===== src/rtl/vedic_mult_pipe.sv =====
// Pipelined Urdhva-Tiryagbhyam multiplier: sign-magnitude front end, 2x2 vedic
// sub-products, one recursive combine level per stage, valid/ready handshake.
`timescale 1ns/1ps
module vedic_mult_pipe #(
  parameter int unsigned WIDTH = 8
) (
  input  logic                 clk,
  input  logic                 rst,
  input  logic                 in_valid,
  output logic                 in_ready,
  input  logic [WIDTH-1:0]     a,
  input  logic [WIDTH-1:0]     b,
  input  logic                 sgn,
  output logic                 out_valid,
  input  logic                 out_ready,
  output logic [2*WIDTH-1:0]   p,
  output logic                 busy
);
  localparam int unsigned LAT = $clog2(WIDTH);
  localparam int unsigned PW  = 2 * WIDTH;
  localparam int unsigned DW  = WIDTH * WIDTH;

  // Each stage holds a flat grid of partial products: entry (i,j) is
  // a_chunk[i] * b_chunk[j] at slot i*n+j. S0 stores {|b|,|a|} in the low bits.
  logic [LAT-1:0][DW-1:0] data_q, data_d;
  logic [LAT-1:0]         v_q, v_d;
  logic [LAT-1:0]         neg_q, neg_d;
  logic [PW-1:0]          p_q, p_d;
  logic                   out_valid_q, out_valid_d;

  logic [WIDTH-1:0] mag_a, mag_b;
  logic [DW-1:0]    last_grid;
  logic [PW-1:0]    final_mag, final_p;
  logic             adv;

  function automatic logic [DW-1:0] level1(input logic [DW-1:0] ops);
    logic [WIDTH-1:0] ma, mb;
    logic [DW-1:0]    res;
    logic [1:0]       x, y;
    logic [3:0]       pp;
    logic             c;
    ma  = ops[WIDTH-1:0];
    mb  = ops[2*WIDTH-1:WIDTH];
    res = '0;
    for (int unsigned i = 0; i < WIDTH/2; i++) begin
      for (int unsigned j = 0; j < WIDTH/2; j++) begin
        x     = ma[2*i +: 2];
        y     = mb[2*j +: 2];
        pp[0] = x[0] & y[0];
        pp[1] = (x[1] & y[0]) ^ (x[0] & y[1]);
        c     = x[1] & y[0] & x[0] & y[1];
        pp[2] = (x[1] & y[1]) ^ c;
        pp[3] = x[1] & y[1] & c;
        res[(i*(WIDTH/2)+j)*4 +: 4] = pp;
      end
    end
    return res;
  endfunction

  function automatic logic [DW-1:0] combine(input logic [DW-1:0] src, input int unsigned k);
    int unsigned   h, ipw, opw, n, m;
    logic [PW-1:0] mask, pl, pm1, pm2, ph, s;
    logic [DW-1:0] res;
    h    = 1 << (k - 1);
    ipw  = 2 * h;
    opw  = 4 * h;
    n    = WIDTH >> k;
    m    = 2 * n;
    mask = (PW'(1) << ipw) - PW'(1);
    res  = '0;
    for (int unsigned i = 0; i < n; i++) begin
      for (int unsigned j = 0; j < n; j++) begin
        pl  = PW'(src >> (((2*i)*m   + 2*j)*ipw))   & mask;
        pm1 = PW'(src >> (((2*i+1)*m + 2*j)*ipw))   & mask;
        pm2 = PW'(src >> (((2*i)*m   + 2*j+1)*ipw)) & mask;
        ph  = PW'(src >> (((2*i+1)*m + 2*j+1)*ipw)) & mask;
        s   = pl + ((pm1 + pm2) << h) + (ph << (2*h));
        res = res | (DW'(s) << ((i*n+j)*opw));
      end
    end
    return res;
  endfunction

  assign adv = !(out_valid_q && !out_ready);

  always_comb begin
    v_d         = v_q;
    neg_d       = neg_q;
    data_d      = data_q;
    p_d         = p_q;
    out_valid_d = out_valid_q;

    mag_a = (sgn && a[WIDTH-1]) ? -a : a;
    mag_b = (sgn && b[WIDTH-1]) ? -b : b;

    if (LAT == 1) last_grid = level1(data_q[0]);
    else          last_grid = combine(data_q[LAT-1], LAT);
    final_mag = last_grid[PW-1:0];
    final_p   = neg_q[LAT-1] ? -final_mag : final_mag;

    if (adv) begin
      v_d[0]    = in_valid;
      neg_d[0]  = sgn & (a[WIDTH-1] ^ b[WIDTH-1]);
      data_d[0] = DW'({mag_b, mag_a});
      for (int unsigned k = 1; k < LAT; k++) begin
        v_d[k]    = v_q[k-1];
        neg_d[k]  = neg_q[k-1];
        data_d[k] = (k == 1) ? level1(data_q[0]) : combine(data_q[k-1], k);
      end
      out_valid_d = v_q[LAT-1];
      // p only moves when a real result arrives, so it keeps the last product
      if (v_q[LAT-1]) p_d = final_p;
    end
  end

  always_ff @(posedge clk or posedge rst) begin
    if (rst) begin
      data_q      <= '0;
      v_q         <= '0;
      neg_q       <= '0;
      p_q         <= '0;
      out_valid_q <= 1'b0;
    end else begin
      data_q      <= data_d;
      v_q         <= v_d;
      neg_q       <= neg_d;
      p_q         <= p_d;
      out_valid_q <= out_valid_d;
    end
  end

  assign in_ready  = adv;
  assign out_valid = out_valid_q;
  assign p         = p_q;
  assign busy      = |v_q;
endmodule


===== config.mk =====
export PLATFORM = sky130hd
export DESIGN_NAME = vedic_mult_pipe
export DESIGN_NICKNAME = d
export VERILOG_FILES = /design/src/rtl/vedic_mult_pipe.sv
export SDC_FILE = /design/constraint.sdc
export NUM_CORES = 1
export LEC_CHECK = 0
export ABC_AREA = 1
export CAP_MARGIN = 10
export CORE_UTILIZATION = 61
export DETAILED_ROUTE_END_ITERATION = 10
export GPL_TIMING_DRIVEN = 0
export PLACE_DENSITY = 0.81
export SYNTH_ARGS = -nofsm -noshare
export SYNTH_HDL_FRONTEND = slang
export SYNTH_SLANG_ARGS = --single-unit

===== constraint.sdc =====
create_clock -name clk -period 5.2 [get_ports clk]
set_input_delay 0.78 -clock clk [delete_from_list [all_inputs] [get_ports clk]]
set_output_delay 0.78 -clock clk [all_outputs]
set_load 0.1 [all_outputs]

# Word-level counts from Yosys, hierarchy flattened
# Index checks and enable logic that the tools add are counted.
# totals
elab_cells,185
output_inout_bits,19
inputBits,21
reg_bits,135
# classes
addsub,18
n_bitwise,150
n_mux,3
reduce_logical,7
# op_table
op,n
$and 1x1->1,113
$or 32x32->32,2
$add 16x8->16,3
$add 4x16->16,3
$xor 1x1->1,33
$or 16x24->24,1
$add 4x4->5,4
$add 14x16->16,1
$mux 16,1
$mux 8,2
$neg 16->16,1
$neg 8->8,2
$add 8x13->14,1
$add 8x8->9,1
$add 4x8->8,1
$add 8x8->8,1
$logic_and 1x1->1,3
$reduce_or 3->1,1
$logic_not 1->1,2
$reduce_and 2->1,1
$not 1->1,1

# Longest topological paths before layout
# Gate-level depths: netlist of run 1.
# depth
word_depth,6
mapped_depth,22
mapped_depth_nobuf,22

# Worst setup path after synthesis of run 1
# No wires, ideal clock.
# synth_path
kind,register to register
start,reg data_q[136] in the netlist's numbering
end,"reg p_q[14], in the netlist p[14]"
t_required_ns,5.080
path_buffers,0
synth_period_minus_slack_ns,3.018
arrival_time_ns,2.898
setup_ns,0.120
path_slack_ns,2.182
stages_incl_launch_ff,20
cell_sequence,dfrtp_1 > ha_1 > inv_1 > fa_1 > o21ai_0 > a21oi_1 > o21ai_0 > xnor2_1 > inv_1 > ha_1 > nand2_1 > inv_1 > a21oi_1 > nand3b_1 > nand2_1 > nand3_1 > nand2_1 > nand3_1 > nand3_1 > nand2_1
# synth_between
elab_chain_len,5
# synth_rtl
item,line,rtl
start: declaration,25,"logic [LAT-1:0][DW-1:0] data_q, data_d;"
start signal: assignment,124,data_q <= data_d;
$add 8x8->9 *,77,s = pl + ((pm1 + pm2) << h) + (ph << (2*h));
$add 8x13->14 *,77,
$add 14x16->16 *,77,
$neg 16->16,99,final_p = neg_q[LAT-1] ? -final_mag : final_mag;
$mux 16 *,99,
end signal: assignment,127,p_q <= p_d;
end: declaration,28,"logic [PW-1:0] p_q, p_d;"
# Every way passes the cells marked *; elsewhere a longest branch is shown, timed or not.
# A chain may end at the register's enable or synchronous reset.

# Worst setup path after layout of run 1
# layout_path
start,in out_ready
end,out in_ready
# layout_between
elab_chain_len,3
# layout_rtl
item,line,rtl
start: declaration,15,"input logic out_ready,"
$logic_not 1->1,84,assign adv = !(out_valid_q && !out_ready);
$logic_and 1x1->1,84,
$logic_not 1->1,84,
end: declaration,10,"output logic in_ready,"
# Every way passes these cells.

==> results of run 1 <==
## stage by stage
stage | TNS [ps] | setup WS (ps)
finish | 0 | 1090
global route | 0 | 1070
CTS | 0 | 1150
detailed placement | 0 | 1160
global placement | -140350 | -1050
floorplan | 0 | 809
## metal layers
layer  up-vias  global-route usage, %  part of all wire (%)
li1       3569                      -                     -
met1      3262                   36.8                    42
met2       223                   51.5                    49
met3        42                   5.94                   6.0
met4         2                   12.5                   2.7
met5         -                   2.57                  0.25
## cells in the mapped netlist
| cell | number | area, um2 |
|---|---|---|
| or3_1 | 1 | 6.26 |
| buf_2 | 8 | 40.0 |
| a21boi_0 | 1 | 7.51 |
| nor2_2 | 1 | 6.26 |
| o21bai_1 | 3 | 22.5 |
| o31ai_1 | 2 | 15.0 |
| xnor2_1 | 12 | 105 |
| nand3_2 | 1 | 10.0 |
| or2_2 | 2 | 12.5 |
| fa_1 | 11 | 220 |
| a31oi_1 | 5 | 31.3 |
| dfrtp_1 | 135 | 3380 |
| nor2_1 | 62 | 233 |
| a21oi_1 | 37 | 185 |
| ha_1 | 75 | 938 |
| o41ai_1 | 2 | 17.5 |
| a22o_1 | 12 | 105 |
| nand4_2 | 1 | 12.5 |
| buf_4 | 1 | 7.51 |
| o21ai_0 | 110 | 551 |
| inv_1 | 99 | 372 |
| nand2_2 | 3 | 18.8 |
| nand4_1 | 4 | 25.0 |
| nand2_1 | 366 | 1370 |
| inv_2 | 1 | 3.75 |
| nand3_1 | 38 | 190 |
| nor3_1 | 4 | 20.0 |
| clkbuf_1 | 33 | 124 |
| nand3b_1 | 3 | 22.5 |
| o211ai_1 | 2 | 15.0 |
| nor4_1 | 2 | 12.5 |
| xor2_1 | 28 | 245 |
| nor3_2 | 1 | 10.0 |
| buf_1 | 2 | 7.51 |
## logic make-up (layout without fill, tap and decap cells)
kind of cell / after synthesis / after routing / share of synthesized area [%]
buf+inv: 144 / 216 / 6.64
xor+xnor: 40 / 40 / 4.20
compound gates: 174 / 174 / 11.4
fa+ha+maj: 86 / 86 / 13.9
flops: 135 / 135 / 40.5
simple gates: 489 / 489 / 23.4
## power by group through the flow
stage          registers [mW]  logic, mW  clock network [mW]
3_5_place_dp             1.70       3.57                   0
5_1_grt                  1.74       4.08                1.19
4_1_cts                  1.69       3.62                1.14
2_1_floorplan            2.08       2.35                   0
3_3_place_gp             1.69       3.49                   0
6_report                 1.69       3.63                1.14
## state kept, by name, indices dropped and copies added (netlist names)
name,count
data_q,112
p,16
neg_q,3
v_q,3
out_valid,1
## worst max-delay path: stages
cell and delay [ps]:
clkdlybuf4s50_1 450, nor2_1 120, inv_2 190, clkbuf_1 520, clkdlybuf4s50_1 1260
## path summary, 6_finish.rpt
kind,slack [ps],depth (start not counted),start,to
max in group asynchronous,3700,3,rst,data_q[74]$_DFFE_PP0N_
worst min register to register,470,2,p[11]$_DFFE_PP0P_,p[11]$_DFFE_PP0P_
worst max-delay path,1090,5,out_ready,in_ready
worst min-delay path,470,2,p[11]$_DFFE_PP0P_,p[11]$_DFFE_PP0P_
worst max register to register,1790,21,data_q[144]$_DFFE_PP0N_,p[14]$_DFFE_PP0P_
min in group asynchronous,710,2,rst,data_q[131]$_DFFE_PP0N_
## final cells by class
class | instances | area [um2]
Buffer | 44 | 179
Clock buffer | 19 | 453
Clock inverter | 13 | 106
Fill cell | 1078 | 3750
Inverter | 100 | 380
Multi-Input combinational cell | 789 | 4410
Sequential cell | 135 | 3380
Tap cell | 176 | 220
Timing Repair Buffer | 40 | 418
==> results.cfg, run 1 <==
[routing]
drt_iter0_drc = 443
postRouteWirelength_um = 19500
antenna_left = 0
drc = 0
dr.pass1.iters = 7
drt-vias-per-instance = 5.39
wl_per_cell_um = 14.8
vias = 7098

[die]
die_h_um = 119
dieWidth_um = 119
start_util_pct = 62.8
coreArea_um2 = 13300
fp-row-count = 42
top_level_ports = 40
die_area_um2 = 14200

[timing]
timing.fmax_mhz = 243
period_share_pct = 79.1
finClkSkew_ps = 5.02
setup-violations-final = 0
fin_hold_ws_ps = 474
finalCriticalPeriod_ps = 4110
maxSlewHeadroom_pct = 35.2
hold_viol_final = 0
rsz0062_at_grt = no
maxSlewViolCount = 0
worstMarginPinSlew_ps = 969

[logic_synthesis]
synth_fp_nets = 1175
synth.yosys.seq_area_share_pct = 40.5
synth_cell_types = 34
synth_area_um2 = 8340
syn_area_per_cell_um2 = 7.81
ys_warn_count = 0
syn_inst = 1068
synth_seq_cells = 135

[cells_and_area]
design_area_um2 = 9550
mostFrequentLayoutCells = nand2_1, dfrtp_1, o21ai_0, inv_1, ha_1
final_common_cell = nand2_1
n_antenna_cell = 0
final_cells = 1316
area_growth_pct = 14.4
final_layout_size_suffix_gt1_share_pct = 4.65
fin_nets = 1234
utilization_pct = 71.8

[clock_tree]
cts_buffers = 17
clock_path_buffers = 2
ctsHoldBuffers = 0
post_cts_buffers = 0
ctsResizeCount = 0
root_buffer = clkbuf_16
h-tree-depth = 4
cts_tree = built
cts.clk_slew.worst_paths_ps = 50
clkLatencyLatePin_ps = 430
cts_sinks = 135

[worst_setup_path]
crit_fanout = 10
crit_type = in2out
start_kind = input pin
cp.arrival_ps = 3330
critPathCaptureType = output pin
required_ps = 4420

[pwr]
p_per_area_nw_per_um2 = 676
p_switching_mw = 3.15
ir_worst_vdd_uv = 336
clkPwrFrac_pct = 17.6
swShare_pct = 48.8
leakagePower_nw = 5.09
power_frac_comb_pct = 56.2
pwr-share-seq_pct = 26.2
p_int_mw = 3.30
finalPower_mw = 6.45

[grt]
grt_overflow_total = 0
grt_max_degree = 102
grt_use_total_pct = 30.0
antenna_found_initial = 0
grt_pass1_wl_um = 33000
grt_pass1_vias = 7038

[run_status]
status = complete, no violations

[place]
place_area_um2 = 8990
gp_congestion = 0.882
numPlacedInstances = 1284
io_buffers = 39
hpwl_um = 14100

[run]
maxCapViolations = 0

[worst_hold_path]
hold_path_class = reg2reg
Power figures use the tool's default switching activity.
==> inputs of run 2 (changes only) <==
--- a/config.mk
+++ b/config.mk
@@ -7,10 +7,10 @@
 export LEC_CHECK = 0
 export ABC_AREA = 1
 export CAP_MARGIN = 10
-export CORE_UTILIZATION = 61
+export CORE_UTILIZATION = 55
 export DETAILED_ROUTE_END_ITERATION = 10
 export GPL_TIMING_DRIVEN = 0
-export PLACE_DENSITY = 0.81
+export PLACE_DENSITY = 0.77
 export SYNTH_ARGS = -nofsm -noshare
 export SYNTH_HDL_FRONTEND = slang
 export SYNTH_SLANG_ARGS = --single-unit
==> constraint.sdc (replaced) <==
create_clock -name clk -period 3.69 [get_ports clk]
set_input_delay 0.5535 -clock clk [delete_from_list [all_inputs] [get_ports clk]]
set_output_delay 0.5535 -clock clk [all_outputs]
set_load 0.1 [all_outputs]
==> run 2 against run 1 <==
Against the previous run: count of clock-buffer cells in the layout unchanged; utilization is 6.2 points lower; die area rose by 11%; flip-flop and latch count did not move; sequential power rose by 41%; final cell count grew 0.61%; critical path type is now reg2reg; largest cell class unchanged; largest power group unchanged; highest routed layer is now met4.
==> results.cfg, run 2 (synthesis results as in run 1) <==
[routing]
drc = 0
drt_iter0_drc = 467
vias = 7138
antenna_left = 0
postRouteWirelength_um = 20100
drt-vias-per-instance = 5.39
wl_per_cell_um = 15.2
dr.pass1.iters = 7

[clock_tree]
ctsResizeCount = 0
post_cts_buffers = 0
clock_path_buffers = 2
cts_buffers = 17
cts_tree = built
cts.clk_slew.worst_paths_ps = 60
h-tree-depth = 4
root_buffer = clkbuf_16
clkLatencyLatePin_ps = 430
cts_sinks = 135
ctsHoldBuffers = 0

[worst_hold_path]
hold_path_class = reg2reg
min_from = p[11]$_DFFE_PP0P_
hold-path-cell-count = 2

[cells_and_area]
largest_reg_flops = 112
design_area_um2 = 9610
final_common_cell = nand2_1
fin_nets = 1236
final_layout_size_suffix_gt1_share_pct = 4.56
multi_input_area_um2 = 4410
mostFrequentLayoutCells = nand2_1, dfrtp_1, o21ai_0, inv_1, ha_1
area_growth_pct = 15.1
n_antenna_cell = 0
top_register = data_q
utilization_pct = 65.6
nFillCells = 1278
final_cells = 1324
register_area_um2 = 3380

[timing]
finClkSkew_ps = 7.34
fin_hold_ws_ps = 473
rsz0062_at_grt = no
setup-violations-final = 0
fin_setup_tns_ps = 0
timing.fmax_mhz = 302
finalCriticalPeriod_ps = 3310
hold_viol_final = 0
fin_ws_ps = 381
period_share_pct = 89.7
worstMarginPinSlew_ps = 972
maxSlewHeadroom_pct = 35.0
maxSlewViolCount = 0

[place]
io_buffers = 39
gp_congestion = 0.867
numPlacedInstances = 1294
pre_cts_slack_ps = 38.5
place_area_um2 = 9030
hpwl_um = 14500

[worst_setup_path]
cp.arrival_ps = 3630
critPathTopFamily = adder cells
critPathCaptureType = register
required_ps = 4010
critPathCapture = p[14]$_DFFE_PP0P_
rr_endpoint = p[14]$_DFFE_PP0P_
r2r.worst_path.cells = 21
r2r_start = data_q[136]$_DFFE_PP0N_
start_kind = register
crit_type = reg2reg
crit_cells = 21
crit_fanout = 4
cpPeakStageDelay_ps = 400
cp_slowest_cell = fa_1
cp_cell_sequence = ha_1 > inv_1 > fa_1 > o21ai_0 > a21oi_1 > o21ai_1 > xnor2_1 > inv_1 > ha_1 > nand2_1 > inv_1 > a21oi_1 > nand2_1 > nand2_1 > nand2_1 > nand3_1 > nand2_1 > nand2_1 > nand2_1 > nand3_1 > nand2_1
rrSetupSlack_ps = 380
cpMostUsedCell = nand2_1
critPathBufInv = 3
critPathLaunch = data_q[136]$_DFFE_PP0N_

[pwr]
finalPower_mw = 9.22
p_per_area_nw_per_um2 = 960
leakagePower_nw = 5.13
ir_worst_vdd_uv = 409

[grt]
grt_use_total_pct = 27.9
grt_overflow_total = 0
antenna_found_initial = 0
grt_max_degree = 40
grt_pass1_vias = 7030
grt_pass1_wl_um = 33900

[die]
top_level_ports = 40
die_h_um = 125
dieWidth_um = 125
fp-row-count = 44
coreArea_um2 = 14600
die_area_um2 = 15700
start_util_pct = 57.0

[run]
maxCapViolations = 0

[run_status]
status = complete, no violations
==> run 2: changes by cell type in the layout (fill, tap and decap cells not counted) <==
cell / previous run / this run
o21ai_1: 0 / 1
dlymetal6s2s_1: 0 / 1
clkbuf_1: 33 / 34
bufinv_16: 1 / 3
o21ai_0: 110 / 109
clkbuf_8: 2 / 1
inv_6: 1 / 0
buf_12: 0 / 3
buf_16: 1 / 0
clkdlybuf4s50_1: 39 / 38
clkinv_4: 1 / 0
clkinvlp_4: 5 / 2
clkinv_2: 6 / 7
==> run 2: worst register-to-register path, stage by stage, from the launching register on <==
cell and delay [ps]:
dfrtp_1 360, ha_1 190, inv_1 60, fa_1 400, o21ai_0 280, a21oi_1 110
o21ai_1 220, xnor2_1 140, inv_1 70, ha_1 300, nand2_1 130, inv_1 50
a21oi_1 190, nand2_1 70, nand2_1 70, nand2_1 90, nand3_1 120, nand2_1 90
nand2_1 100, nand2_1 50, nand3_1 60, nand2_1 50
==> run 2: layout make-up <==
cell class / count / area share, %
repair buffers: 42 / 4.71
well taps: 184 / 2.40
inverters: 100 / 3.95
plain buffers: 44 / 1.86
clock inverters: 11 / 1.38
flip-flops and latches: 135 / 35.2
clock buffers: 19 / 4.61
multi-input cells: 789 / 45.9
==> run 2: worst min path at each step <==
| stage | to | slack [ps] |
|---|---|---|
| finish | p[11]$_DFFE_PP0P_ | 470 |
| global route | p[10]$_DFFE_PP0P_ | 490 |
| CTS | p[11]$_DFFE_PP0P_ | 480 |
| detailed placement | p[11]$_DFFE_PP0P_ | 470 |
| global placement | p[14]$_DFFE_PP0P_ | 460 |
| floorplan | neg_q[1]$_DFFE_PP0N_ | 440 |
==> run 2: layer usage <==
layer	global-route usage (%)	up-vias	share of wire, %
met3	5.78	52	5.0
met2	46.7	209	48
met5	0	-	0
met1	34.8	3314	44
li1	-	3563	-
met4	12.7	0	2.9
==> run 2: power by group <==
group | leakage [nW] | internal [mW] | switching, mW
clock | 0.288 | 1.06 | 0.630
sequential | 1.73 | 2.03 | 0.359
combinational | 3.11 | 1.67 | 3.47
==> inputs of run 3 (changes only) <==
--- a/config.mk
+++ b/config.mk
@@ -6,11 +6,12 @@
 export NUM_CORES = 1
 export LEC_CHECK = 0
 export ABC_AREA = 1
-export CAP_MARGIN = 10
+export CAP_MARGIN = 5
 export CORE_UTILIZATION = 55
 export DETAILED_ROUTE_END_ITERATION = 10
 export GPL_TIMING_DRIVEN = 0
 export PLACE_DENSITY = 0.77
+export SKIP_LAST_GASP = 1
 export SYNTH_ARGS = -nofsm -noshare
 export SYNTH_HDL_FRONTEND = slang
 export SYNTH_SLANG_ARGS = --single-unit
==> results of run 3 <==
The final DEF is identical to that of run 2; final timing and power are the same.
